**config.mk**
```make
export PLATFORM = sky130hd
export DESIGN_NAME = pipe_reg_elastic
export DESIGN_NICKNAME = d
export VERILOG_FILES = /design/src/rtl/pipe_reg_elastic.sv
export SDC_FILE = /design/constraint.sdc
export NUM_CORES = 1
export LEC_CHECK = 0
export BUFFER_PORTS_ARGS = -buffer_cell sky130_fd_sc_hd__buf_2
export CAP_MARGIN = 20
export CORE_UTILIZATION = 50
export CTS_CLUSTER_DIAMETER = 40
export DETAILED_ROUTE_END_ITERATION = 16
export GPL_TIMING_DRIVEN = 0
export PLACE_DENSITY_LB_ADDON = 0.3
export SYNTH_ARGS = -nofsm -noshare
export SYNTH_HDL_FRONTEND = slang
export SYNTH_SLANG_ARGS = --single-unit
```
**constraint.sdc**
```tcl
create_clock -name clk -period 4.6 [get_ports clk]
set_clock_uncertainty 0.15 [all_clocks]
set_input_delay 0.23 -clock clk [delete_from_list [all_inputs] [get_ports clk]]
set_output_delay 0.23 -clock clk [all_outputs]
set_load 0.1 [all_outputs]
```
**src/rtl/pipe_reg_elastic.sv**
```systemverilog
// pipe_reg_elastic
//   Elastic chain of DEPTH load-enabled registers, WIDTH bits each, with a
//   valid/ready handshake on both ends. Each stage has its own valid bit, so
//   bubbles collapse under backpressure. The block also provides a
//   synchronous flush and a registered occupancy count.
//
// Ports
//   clk        clock; all state changes on the rising edge
//   rst        synchronous active-high reset; clears valids, loads RESET_VALUE
//   flush      synchronous clear of all valid bits; data registers keep value
//   in_valid   upstream presents in_data
//   in_data    upstream word
//   in_ready   chain accepts in_data this cycle (combinational from out_ready)
//   out_valid  last stage holds a valid word
//   out_data   last stage data
//   out_ready  downstream consumes out_data this cycle
//   count      number of valid stages, 0..DEPTH (registered)

module pipe_reg_elastic #(
  parameter int              WIDTH       = 32,
  parameter int              DEPTH       = 2,
  parameter logic [WIDTH-1:0] RESET_VALUE = '0,
  parameter int              CW          = $clog2(DEPTH + 1)
) (
  input  logic             clk,
  input  logic             rst,
  input  logic             flush,
  input  logic             in_valid,
  input  logic [WIDTH-1:0] in_data,
  output logic             in_ready,
  output logic             out_valid,
  output logic [WIDTH-1:0] out_data,
  input  logic             out_ready,
  output logic [CW-1:0]    count
);

  logic [WIDTH-1:0] data_q [DEPTH];
  logic [WIDTH-1:0] data_d [DEPTH];
  logic [DEPTH-1:0] v_q;
  logic [DEPTH-1:0] v_d;
  logic [CW-1:0]    count_q;
  logic [CW-1:0]    count_d;

  logic [DEPTH-1:0] rdy;
  logic [DEPTH-1:0] src_v;
  logic [WIDTH-1:0] src_d [DEPTH];

  // rdy[i] = !v[i] | rdy[i+1] with rdy[DEPTH] = out_ready, unrolled so each
  // stage is out_ready OR'd with "some stage at or after i is empty". This
  // avoids a self-referencing vector while keeping the same function.
  always_comb begin
    for (int i = 0; i < DEPTH; i++) begin
      logic r;
      r = out_ready;
      for (int j = i; j < DEPTH; j++) begin
        r = r | ~v_q[j];
      end
      rdy[i] = r;
    end
  end

  always_comb begin
    src_v[0] = in_valid;
    src_d[0] = in_data;
    for (int i = 1; i < DEPTH; i++) begin
      src_v[i] = v_q[i-1];
      src_d[i] = data_q[i-1];
    end
  end

  always_comb begin
    v_d     = v_q;
    count_d = '0;
    for (int i = 0; i < DEPTH; i++) begin
      data_d[i] = data_q[i];
    end

    if (flush) begin
      // Valids drop, data registers are left alone; nothing is accepted.
      v_d = '0;
    end else begin
      for (int i = 0; i < DEPTH; i++) begin
        if (rdy[i]) begin
          v_d[i] = src_v[i];
          if (src_v[i]) begin
            data_d[i] = src_d[i];
          end
        end
      end
    end

    for (int i = 0; i < DEPTH; i++) begin
      count_d = count_d + CW'(v_d[i]);
    end
  end

  always_ff @(posedge clk) begin
    if (rst) begin
      for (int i = 0; i < DEPTH; i++) begin
        data_q[i] <= RESET_VALUE;
      end
      v_q     <= '0;
      count_q <= '0;
    end else begin
      for (int i = 0; i < DEPTH; i++) begin
        data_q[i] <= data_d[i];
      end
      v_q     <= v_d;
      count_q <= count_d;
    end
  end

  assign in_ready  = rdy[0];
  assign out_valid = v_q[DEPTH-1];
  assign out_data  = data_q[DEPTH-1];
  assign count     = count_q;

endmodule

```
==> metrics.md <==
| Metric | Value |
|---|---|
| Root Driver | clkbuf_8 |
| Register area share after synthesis | between 40% and 50% |
| Worst R2R Start | v_q[1] |
| Max-slew violation count | 0 |
| Antenna violations before repair | 0 |
| Crit. End Element | output pin |
| Post-layout util | 63.70% |
| # placed instances | approximately 480 |
| Final setup vio count | 0 |
| Number of H-tree levels | 3 |
| Leakage | 1.617 nW |
| Total CTS buffers | 9 |
| Total negative slack | 0 ns |
| Worst reg-to-reg path cell count | 7 |
| Routed WL | 6482 um |
| WHS Path Cells | 3 |
| Critical path buffers and inverters | 3 |
| Layout cell share with drive strength beyond 1 | 30.39% |
| Die width | 80.76 um |
| Hold_sp | in_data[2] |
| Leading area contributor after synthesis | dfxtp_1 |
| Fmax achieved | 489.9 MHz |
| Routability Congestion | ~0.74 |
| Slew Limit Headroom | 67.58% |
| Detailed Routing Iterations Pass 1 | 4 |
| Fillers | between 500 and 600 |
| Post-synthesis cell count | 336 |
| #FFs+latches synth | 68 |
| Tightest Pin Transition | 0.4897 ns |
| Most frequent cell on the critical path | buf_2 |
| Clock-pin slew on the worst setup and hold paths | 0.06 ns |
| Crit path kind | reg2out |
| Syn_nets | 374 |
| Post-cts resize count | 0 |
| WL/cell | between 10 and 15 um |
| Hold worst-path end | data_q[0][2] |
| # IOs | between 70 and 80 |
| Antenna cells | 0 |
| Area used by multi-input combinational logic | 0.001308 mm^2 |
| Vias | 2470 |
| Number of synthesized flops with an enable pin | 0 |
| Yosys top cell area share | 43.89% |
| Clock Sinks | 68 |
| Grt ovf | 0 |
| Worst VDD drop | 0.2099 mV |
| Syn Std Cell Area | between 0.003 and 0.004 mm^2 |
| TritonCTS clock tree | done |
| Yosys warning total | 0 |
| Synth cell types | 21 |
| Placeable Area | roughly 0.006 mm^2 |
| Total GRT Usage | 20.81% |
| CP cell instances | nor2b_1, buf_6, buf_2, nand2_1, buf_2 |
| Hold slack | slightly below 0.007 ns |
| Final Non-Filler Cells | 506 |
| Worst r2r dst | count[0] |
| Die height | 80.76 um |
| Worst setup SP type | flop |
| Area Overhead vs Synth | 22.31% |
| Via-per-instance ratio | approximately 4.9 |
| Top cells by area, synth | dfxtp_1 (44%), nand2b_1 (13%), mux2i_1 (10%), buf_4 (7.7%), a21oi_1 (5.3%) |
| Max incr delay on CP | 0.36 ns |
| Pin count of the biggest net entering global routing | 11 |
| Cell Rows | 28 |
| Synth async-reset ratio | 0% |
| Fin crit share | about 44% |
| Top FF cell, synth | dfxtp_1 |
| WP data required | 4.22 ns |
| Clk_lat worst skew | 0.34 ns |
| CP top delay family | buffers and inverters |
| FF+latch area | between 0.001 and 0.0015 mm^2 |
| Slowest CP cell | dfxtp_1 |
| Commonest cells in the netlist | dfxtp_1 (68), nand2b_1 (65), a21oi_1 (33) |
| Status | finished, final reports clean |
| Hold/Removal Path Class | in2reg |
| Max_cap viols | 0 |
| Vias in the first global route | around 2.3k |
| Global-route wire length before repair | 10260 um |
| Worst EP arrival | 1.66 ns |
| Max Fanout on Critical Path | 10 |
| Full die area | 0.006522 mm^2 |
| Setup slack, reg-to-reg | 2.82 ns |
| Crit path time final | approximately 2.0 ns |
| Final Hold Fails | 0 |
| Initial Util | 52.08% |
| Dpl hpwl | 4491 um |
| Most numerous cell in the Yosys netlist | dfxtp_1 |
| Unrepaired setup endpoints after global routing | false |
| Final nets | 464 |
| Antenna Nets Post-Route | 0 |
| PortBufs | 71 |
| P per Cell Area | between 300 and 400 mW/mm^2 |
| Max Root-Sink Buffers | 2 |
| Post-Syn Area per Cell | 9.231 um^2 |
| Number of remaining DRC errors | 0 |
| Initial detailed-routing violation count | 106 |
## placed cells by master, fill, tap and decap left out, types with 4 or more instances in the layout
cell type,instances
a21oi_1,33
dfxtp_1,68
mux2i_1,32
buf_6,4
clkbuf_8,10
buf_2,78
clkbuf_1,15
nand2b_1,65
o21ai_1,5
nor2b_1,4
dlygate4sd3_1,8
buf_4,32
o21ai_0,27
nand3_1,32
## through the flow
step / total power [mW] / instance area, um^2 / setup slack (ns)
after detailed placement: 0.7444 / 3551 / 2.864
after global placement: 0.7416 / 3551 / 2.888
after floorplan: 0.7094 / 3102 / 2.176
after CTS: 1.162 / 3794 / 2.563
after global routing: 1.196 / 3794 / 2.494
final: 1.149 / 3794 / 2.559
## worst min-delay path, stage by stage
cell,delay [ns]
buf_2,0.09
nand2b_1,0.06
mux2i_1,0.06
## state kept, by name (all words and copies together) (netlist names)
register,count
count,2
data_q,64
v_q,2
## cell type report
| class | count | area share [%] |
|---|---|---|
| multi-input cells | 208 | 34.47 |
| flip-flops and latches | 68 | 35.88 |
| repair buffers | 79 | 11.48 |
| clock inverters | 2 | 0.2639 |
| clock buffers | 14 | 4.024 |
| plain buffers | 60 | 11.41 |
| well taps | 75 | 2.474 |
## power breakdown
| group | internal (mW) | switching (mW) | total, mW |
|---|---|---|---|
| Clock | 0.210 | 0.203 | 0.413 |
| Sequential | 0.606 | 0.00925 | 0.615 |
| Combinational | 0.0544 | 0.0664 | 0.121 |
| Total | 0.870 | 0.279 | 1.15 |
## kinds of logic (layout without fill, tap and decap cells)
kind of cell    Yosys count  after routing  synth area share (%)
compound gates           66             66                 11.01
fa+ha+maj                 1              1                0.4033
simple gates            109            109                 20.41
buf+inv                  60            155                 13.96
mux                      32             32                 10.33
flops                    68             68                 43.89
## what timing repair did
action | CTS | global route
setup endpoints to repair | 0 | 0
setup buffers | 0 | 0
endpoints found under the hold margin | 9 | 0
hold buffers | 8 | 0
## worst max-delay path by stage
stage / from / end / slack, ns / cells after the start
floorplan: v_q[1] / in_ready / 2.18 / 4
global placement: v_q[1] / count[0] / 2.89 / 7
detailed placement: v_q[1] / count[0] / 2.86 / 7
CTS: v_q[1] / in_ready / 2.56 / 5
global route: v_q[1] / in_ready / 2.49 / 5
finish: v_q[1] / in_ready / 2.56 / 5
## metal layers
metal	track usage (%)	share of wire, %	routed length (um)
met1	26.88	46	3005
met5	0	0	0
met3	3.258	4.5	293
met4	9.107	1.5	95
met2	34.41	48	3088
No activity file was read; power rests on OpenSTA's default activity.
